**config.mk**
```make
export PLATFORM = sky130hd
export DESIGN_NAME = sr_drive_seq
export DESIGN_NICKNAME = d
export VERILOG_FILES = /design/src/rtl/sr_drive_pkg.sv /design/src/rtl/sr_sync.sv /design/src/rtl/sr_drive_seq.sv
export SDC_FILE = /design/constraint.sdc
export NUM_CORES = 1
export LEC_CHECK = 0
export ABC_AREA = 1
export BUFFER_PORTS_ARGS = -buffer_cell sky130_fd_sc_hd__buf_2
export CELL_PAD_IN_SITES_DETAIL_PLACEMENT = 0
export CELL_PAD_IN_SITES_GLOBAL_PLACEMENT = 1
export CORE_ASPECT_RATIO = 1.4
export CORE_MARGIN = 2
export CORE_UTILIZATION = 43
export DETAILED_ROUTE_END_ITERATION = 12
export PLACE_DENSITY = 0.81
export SYNTH_ARGS = -nofsm -noshare
export SYNTH_HDL_FRONTEND = slang
export SYNTH_HIERARCHICAL = 1
export SYNTH_SLANG_ARGS = --single-unit
```
**constraint.sdc**
```tcl
create_clock -name clk -period 3.83 [get_ports clk]
set_input_delay 0.5745 -clock clk [delete_from_list [all_inputs] [get_ports clk]]
set_output_delay 0.5745 -clock clk [all_outputs]
set_load 0.1 [all_outputs]
```
**src/rtl/sr_drive_pkg.sv**
```systemverilog
// Shared definitions for the SR latch drive sequencer: op encodings, FSM states
// and the width of the optional error counter.
package sr_drive_pkg;

  localparam logic [1:0] OP_HOLD   = 2'b00;
  localparam logic [1:0] OP_RESET  = 2'b01;
  localparam logic [1:0] OP_SET    = 2'b10;
  localparam logic [1:0] OP_TOGGLE = 2'b11;

  localparam int ERR_CNT_W = 8;

  typedef enum logic [2:0] {
    ST_IDLE,
    ST_GUARD,
    ST_PULSE,
    ST_WAIT_Q,
    ST_RESP
  } state_t;

endpackage

```
**src/rtl/sr_sync.sv**
```systemverilog
// Multi-flop synchronizer for one asynchronous latch output; clears to 0 on reset.
module sr_sync #(
  parameter int STAGES = 2
) (
  input  logic clk,
  input  logic rst_n,
  input  logic din,
  output logic dout
);

  logic [STAGES-1:0] sync_p;

  always_ff @(posedge clk or negedge rst_n) begin
    if (!rst_n) sync_p <= '0;
    else        sync_p <= {sync_p[STAGES-2:0], din};
  end

  assign dout = sync_p[STAGES-1];

endmodule

```
**src/rtl/sr_drive_seq.sv**
```systemverilog
// Sequencer turning set/reset/toggle/hold requests into guarded s/r pulses for an
// SR latch and confirming q/q_bar. Optional error counter: SR_DRIVE_ERR_CNT_EN.
module sr_drive_seq
  import sr_drive_pkg::*;
#(
  parameter int PULSE_CYCLES   = 4,
  parameter int GUARD_CYCLES   = 1,
  parameter int TIMEOUT_CYCLES = 16,
  parameter int SYNC_STAGES    = 2
) (
  input  logic       clk,
  input  logic       rst_n,
  input  logic       req_valid,
  output logic       req_ready,
  input  logic [1:0] req_op,
  output logic       resp_valid,
  input  logic       resp_ready,
  output logic       resp_err,
  output logic       resp_q,
  output logic       s,
  output logic       r,
  input  logic       q,
  input  logic       q_bar
`ifdef SR_DRIVE_ERR_CNT_EN
  ,
  input  logic                 err_clr,
  output logic [ERR_CNT_W-1:0] err_cnt
`endif
);

  localparam int CNT_PG  = (PULSE_CYCLES > GUARD_CYCLES) ? PULSE_CYCLES : GUARD_CYCLES;
  localparam int CNT_MAX = (CNT_PG > TIMEOUT_CYCLES) ? CNT_PG : TIMEOUT_CYCLES;
  localparam int CNT_W   = $clog2(CNT_MAX + 1);

  localparam logic [CNT_W-1:0] CNT_TOP      = CNT_W'(CNT_MAX);
  localparam logic [CNT_W-1:0] PULSE_LAST   = CNT_W'(PULSE_CYCLES - 1);
  localparam logic [CNT_W-1:0] GUARD_LAST   = CNT_W'((GUARD_CYCLES > 0) ? GUARD_CYCLES - 1 : 0);
  localparam logic [CNT_W-1:0] TIMEOUT_LAST = CNT_W'(TIMEOUT_CYCLES - 1);

  state_t           state, state_nxt;
  logic [CNT_W-1:0] cnt, cnt_nxt;
  logic             tgt, tgt_nxt;
  logic             err_nxt, q_nxt;
  logic             q_s, qb_s;

  sr_sync #(.STAGES(SYNC_STAGES)) u_sync_q  (.clk(clk), .rst_n(rst_n), .din(q),     .dout(q_s));
  sr_sync #(.STAGES(SYNC_STAGES)) u_sync_qb (.clk(clk), .rst_n(rst_n), .din(q_bar), .dout(qb_s));

  // s/r come straight from the next state, so only one of them can ever be set.
  always_ff @(posedge clk or negedge rst_n) begin
    if (!rst_n) begin
      state      <= ST_IDLE;
      cnt        <= '0;
      tgt        <= 1'b0;
      s          <= 1'b0;
      r          <= 1'b0;
      req_ready  <= 1'b0;
      resp_valid <= 1'b0;
      resp_err   <= 1'b0;
      resp_q     <= 1'b0;
    end else begin
      state      <= state_nxt;
      cnt        <= cnt_nxt;
      tgt        <= tgt_nxt;
      s          <= (state_nxt == ST_PULSE) &&  tgt_nxt;
      r          <= (state_nxt == ST_PULSE) && !tgt_nxt;
      req_ready  <= (state_nxt == ST_IDLE);
      resp_valid <= (state_nxt == ST_RESP);
      resp_err   <= err_nxt;
      resp_q     <= q_nxt;
    end
  end

  always_comb begin
    state_nxt = state;
    tgt_nxt   = tgt;
    err_nxt   = resp_err;
    q_nxt     = resp_q;
    cnt_nxt   = (cnt == CNT_TOP) ? cnt : cnt + 1'b1;
    unique case (state)
      ST_IDLE: begin
        cnt_nxt = '0;
        if (req_valid && req_ready) begin
          case (req_op)
            OP_SET:    tgt_nxt = 1'b1;
            OP_RESET:  tgt_nxt = 1'b0;
            OP_TOGGLE: tgt_nxt = ~q_s;
            default:   tgt_nxt = tgt;
          endcase
          if (req_op == OP_HOLD) begin
            state_nxt = ST_RESP;
            err_nxt   = 1'b0;
            q_nxt     = q_s;
          end else if (GUARD_CYCLES > 0) begin
            state_nxt = ST_GUARD;
          end else begin
            state_nxt = ST_PULSE;
          end
        end
      end
      ST_GUARD: begin
        if (cnt == GUARD_LAST) begin
          state_nxt = ST_PULSE;
          cnt_nxt   = '0;
        end
      end
      ST_PULSE: begin
        if (cnt == PULSE_LAST) begin
          state_nxt = ST_WAIT_Q;
          cnt_nxt   = '0;
        end
      end
      ST_WAIT_Q: begin
        // Both rails must agree with the target; a stuck or split latch times out.
        if (q_s == tgt && qb_s == ~tgt) begin
          state_nxt = ST_RESP;
          err_nxt   = 1'b0;
          q_nxt     = q_s;
          cnt_nxt   = '0;
        end else if (cnt == TIMEOUT_LAST) begin
          state_nxt = ST_RESP;
          err_nxt   = 1'b1;
          q_nxt     = q_s;
          cnt_nxt   = '0;
        end
      end
      ST_RESP: begin
        cnt_nxt = '0;
        if (resp_ready) state_nxt = ST_IDLE;
      end
      default: state_nxt = ST_IDLE;
    endcase
  end

`ifdef SR_DRIVE_ERR_CNT_EN
  always_ff @(posedge clk or negedge rst_n) begin
    if (!rst_n)
      err_cnt <= '0;
    else if (err_clr)
      err_cnt <= '0;
    else if (resp_valid && resp_ready && resp_err && err_cnt != {ERR_CNT_W{1'b1}})
      err_cnt <= err_cnt + 1'b1;
  end
`endif

endmodule

```
# Word level (Yosys, flattened, before mapping)

Cells that the tools add are included.

Output and inout bits: 6
Word-level logic and storage cells: 70
Flip-flop bits (word level): 19
Input port bits: 8

Eq/ne operators: 17
Add/subtract/negate cells: 1
Mux-type cells: 27
Bitwise gates (word level): 2
Reduce and logical (&&, ||, !) cells: 12

Operator list:

| operator                                       | number |
|---|---|
| 2-to-1 mux 5 bit                               | 5 |
| 2-to-1 mux 3 bit                               | 7 |
| case mux 5 bit (4 select lines)                | 1 |
| case mux 3 bit (5 select lines)                | 1 |
| 2-to-1 mux 1 bit                               | 10 |
| == test 3 x 2 -> 1 bit (second input constant) | 3 |
| == test 3 bit (second input constant)          | 2 |
| logical NOT 3 bit                              | 2 |
| adder 5 x 1 -> 5 bit (second input constant)   | 1 |
| == test 5 x 2 -> 1 bit (second input constant) | 1 |
| == test 5 x 4 -> 1 bit (second input constant) | 1 |
| == test 5 bit (second input constant)          | 1 |
| logical NOT 5 bit                              | 1 |
| == test 2 bit (second input constant)          | 2 |
| logical AND 1 bit                              | 4 |
| inequality test 2 bit (second input constant)  | 2 |
| case mux 1 bit (2 select lines)                | 2 |
| AND reduction 4 bit                            | 1 |
| == test 3 x 1 -> 1 bit (second input constant) | 1 |
| inequality test 3 bit (second input constant)  | 1 |
| case mux 1 bit (3 select lines)                | 1 |
| == test 1 bit                                  | 2 |
| == test 2 x 1 -> 1 bit (second input constant) | 1 |
| logical NOT 2 bit                              | 1 |
| 4 further kinds                                | 5 |

# Depth between registers and ports, before layout

Depth after elaboration: 7
Gate-level depth with buffers: 10
Gate-level depth less buffers: 10

# Cells and area by module

The synthesis kept the hierarchy.

By module, submodules not included:

| module       | area an instance (um^2) | cells each | seq. area each (um^2) | instances |
|---|---|---|---|---|
| sr_drive_seq | 864.6                   | 114        | 375.4                 | 1 |
| sr_sync      | 50.0                    | 2          | 50.0                  | 2 |

# Least setup slack after synthesis

Ideal clock, no wire load.

Path type: flip-flop to flip-flop
From: register req_ready
To: register req_ready
Setup time: 117 ps
Path slack: 2250 ps
Data required time: 3713 ps
Buffers on the path: 0
Cell stages (with the launch flop): 8
Period minus slack after synthesis: 1580 ps
Data arrival time: 1463 ps
Cells stage by stage: dfrtp_1 > nand2_1 > nor2_1 > nand2_1 > nand2_2 > nor2_4 > nand3_1 > nor2_1

Cells in the longest elaborated chain, start to end: 4

RTL lines:

| element                         | RTL line           | RTL |
|---|---|---|
| from (decl)                     | sr_drive_seq.sv:14 | `output logic req_ready,` |
| from (signal assigned)          | sr_drive_seq.sv:67 | `req_ready <= (state_nxt == ST_IDLE);` |
| logical AND 1 bit               | sr_drive_seq.sv:83 | `if (req_valid && req_ready) begin` |
| 2-to-1 mux 3 bit                | sr_drive_seq.sv:83 |  |
| case mux 3 bit (5 select lines) | sr_drive_seq.sv:80 | `unique case (state)` |
| logical NOT 3 bit               | sr_drive_seq.sv:67 |  |

No other way between the ends.
A chain may end at the register's enable or synchronous reset.

# Worst setup path after layout

From: register resp_err
To: output resp_err

RTL lines:

| element                | RTL line           | RTL |
|---|---|---|
| from (decl)            | sr_drive_seq.sv:18 | `output logic resp_err,` |
| from (signal assigned) | sr_drive_seq.sv:69 | `resp_err <= err_nxt;` |

No word-level cell between the ends.

==> reports/summary.log <==
[power] Pint 406 uW
[yosys] synthesized area per cell 8.18 um^2
[power] reported leakage power 0.000642 uW
[detailed_routing] Routed WL per cell 11.2 um
[power] maximum vdd ir drop 287 uV
[placed_design] placed wire-length estimate 1440 um
[setup_path] slowest CP cell sky130_fd_sc_hd__buf_2
[yosys] Synth cell types 21
[yosys] post-synthesis sequential area ratio 49.3%
[yosys] flip-flop and latch count after synthesis 19
[cts] Post-CTS Setup Repair Bufs 0
[detailed_routing] via count 756
[timing] part of the cycle the worst path needs 43.5%
[global_routing] residual overflow from global routing 0
[power] switch share 52.1%
[setup_path] delay-heaviest family, CP buffers and inverters
[global_routing] via count of the first global-routing pass 669
[floorplan] ports placed on the boundary 14
[floorplan] total number of placement rows 20
[placed_design] worst slack at placement 2.31 ns
[power] Power Density 782 nW/um^2
[layout] multi-input combinational cell area 422 um^2
[setup_path] cells along the critical path buf_2
[cts] maximum buffer depth of the clock tree 2
[power] combinational power share 54.1%
[yosys] number of instances in the synthesized netlist 118
[detailed_routing] antenna-violating nets left 0
[floorplan] height of the chip 60.0 um
[setup_path] CP max stage delay 0.42 ns
[detailed_routing] mean number of vias per cell 4.82
[hold_path] class of the worst hold path in2async
[detailed_routing] total routed wirelength 1760 um
[setup_path] crit path launch type flop
[setup_path] Arr. time, crit path 1.09 ns
[timing] worst path setup slack after routing 2.16 ns
[floorplan] die outline width 44.0 um
[cts] post-CTS sizing 0
[yosys] warnings from Yosys 6
[global_routing] first-pass GRT wire length 2790 um
[layout] FILL cells 206
[timing] clock skew after layout 0.00122 ns
[status] outcome complete, no violations
[timing] Worst Hold Margin 0.185 ns
[yosys] Syn Std Cell Area 965 um^2
[cts] CTS H-tree lvls 1
[placed_design] placed cell areas 1060 um^2
[timing] final-report setup violation count 0
[cts] hold buffer count at cts 0
[global_routing] All-Layer GR Usage 15.0%
[setup_path] CP endpoint kind output port
[power] Clock power frac 12.2%
[floorplan] Floorplan Core Area 2150 um^2
[cts] clock-pin slew of the registers on the worst-case setup and hold paths 0.11 ns
[layout] antenna diode count 0
[global_routing] number of antenna violations at the first check in global routing 0
[layout] synthesis-to-layout area growth 12.5%
[detailed_routing] detailed-router iteration count before antenna repair 4
[timing] highest clock frequency the design can meet 0.600 GHz
[timing] slew at the pin closest to its max-slew limit 0.487 ns
[floorplan] initial standard-cell utilization of the core 44.8%
[placed_design] number of input and output port buffers inserted 13
[global_routing] largest net degree at the start of global routing 20
[layout] final net count 147
[layout] most frequent cells in the layout sky130_fd_sc_hd__nand2_1, sky130_fd_sc_hd__dfrtp_1, sky130_fd_sc_hd__inv_1, sky130_fd_sc_hd__nor2_1, sky130_fd_sc_hd__buf_2
[detailed_routing] detailed-route DRC error count 0
[cts] Root Buffer sky130_fd_sc_hd__clkbuf_4
[timing] minimum clock period 1.67 ns
[timing] final total negative setup slack 0 ns
[cts] clock insertion delay at the later pin of the skew report 0.31 ns
[cts] number of sinks driven by the clock tree 19
[layout] commonest non-fill, non-tap cell in the layout sky130_fd_sc_hd__nand2_1
[power] switching power of the nets 442 uW
[layout] post-layout instance area 1080 um^2
[cts] number of CTS-inserted buffers 3
[layout] post-route core utilization 50.4%
[setup_path] Buf/Inv on CP 1
[timing] max-slew violation total from the final report 0
[timing] max_slew headroom 67.8%
[placed_design] Final GP Congestion 0.834
[power] power share of the sequential group 33.7%
[timing] final hold vios 0
[layout] proportion of layout cells with a drive suffix above 1 21.5%
[timing] RSZ-0062 raised after global routing no
[yosys] Synthesized Nets 129
[setup_path] flop-to-flop setup slack 2.30 ns
[setup_path] path type of the worst setup path reg2out
[layout] Register Area 475 um^2
[flow_run] Max-Cap Viols 0
[detailed_routing] first-iteration detailed-routing DRC count 10
[setup_path] maximum fanout count along the critical path 2
[setup_path] data required time at the worst endpoint 3.26 ns
[floorplan] DIE AREA 2640 um^2
[cts] clock tree from TritonCTS yes
## through the flow
| step | instances | power (uW) |
|---|---|---|
| after floorplan | 118 | 664 |
| after global placement | 153 | 748 |
| after detailed placement | 153 | 754 |
| after CTS | 157 | 858 |
| after global routing | 157 | 909 |
| final | 157 | 848 |
## power by group through the flow
stage,combinational (uW),sequential [uW],clock (uW)
floorplan,215,449,0
global placement,460,288,0
detailed placement,464,291,0
CTS,465,286,108
global route,503,293,113
finish,459,285,103
## kinds of logic after synthesis
logic type,Yosys count,share of synthesized area (%)
buffers and inverters,18,7.00
AO/OA/AOI/OAI,6,3.76
AND/OR/NAND/NOR,70,34.2
XOR/XNOR,2,1.82
flip-flops,19,49.3
adder cells (fa/ha/maj),3,3.89
## per-layer routing
metal  track usage [%]  vias to the layer above  share of wire [%]
met5                 0                        -                  0
met4              9.96                        0                2.6
met2              27.9                       15                 55
met1              14.8                      334                 39
met3              2.11                        5                3.7
li1                  -                      402                  -
## path summary, 6_finish.rpt
path                                                     from                            end  depth (start not counted)
max in group asynchronous                               rst_n   u_sync_q/sync_p[0]$_DFF_PN0_                          1
worst max-delay path                     resp_err$_DFFE_PN0P_                       resp_err                          1
worst min register to register  u_sync_qb/sync_p[0]$_DFF_PN0_  u_sync_qb/sync_p[1]$_DFF_PN0_                          0
worst max register to register               cnt[0]$_DFF_PN0_           resp_err$_DFFE_PN0P_                         10
min in group clk                u_sync_qb/sync_p[0]$_DFF_PN0_  u_sync_qb/sync_p[1]$_DFF_PN0_                          0
worst min-delay path                                    rst_n               cnt[2]$_DFF_PN0_                          1
## cells in the mapped netlist
cell type,n,share of area (%)
sky130_fd_sc_hd__o21ai_0,2,1.0
sky130_fd_sc_hd__ha_1,3,3.9
sky130_fd_sc_hd__nor2_4,2,2.3
sky130_fd_sc_hd__or2_2,1,0.65
sky130_fd_sc_hd__o22ai_1,1,0.65
sky130_fd_sc_hd__nor2_2,1,0.65
sky130_fd_sc_hd__and2_1,1,0.65
sky130_fd_sc_hd__dfrtp_1,19,49
sky130_fd_sc_hd__a21oi_1,1,0.52
sky130_fd_sc_hd__o21bai_1,1,0.78
sky130_fd_sc_hd__nand3b_1,1,0.78
sky130_fd_sc_hd__inv_1,15,5.8
sky130_fd_sc_hd__nand4_1,1,0.65
sky130_fd_sc_hd__nand2_2,2,1.3
sky130_fd_sc_hd__nand3_1,12,6.2
sky130_fd_sc_hd__nor2_1,15,5.8
sky130_fd_sc_hd__xor2_1,2,1.8
sky130_fd_sc_hd__nand2_1,31,12
sky130_fd_sc_hd__o21a_1,1,0.78
sky130_fd_sc_hd__nand3_2,3,3.1
sky130_fd_sc_hd__inv_2,3,1.2
## sequential cells by signal, summed over array words and instances (netlist names), 2 cells and up
register / cells
u_sync_qb/sync_p: 2
cnt: 5
u_sync_q/sync_p: 2
state: 3
## area by class of cell
type / count / area share, %
Tap cell: 22 / 2.54
Sequential cell: 19 / 43.8
Inverter: 18 / 6.23
Timing Repair Buffer: 13 / 6.00
Multi-Input combinational cell: 81 / 38.9
Clock buffer: 3 / 2.08
Clock inverter: 1 / 0.461
No activity file was read; power rests on OpenSTA's default activity.
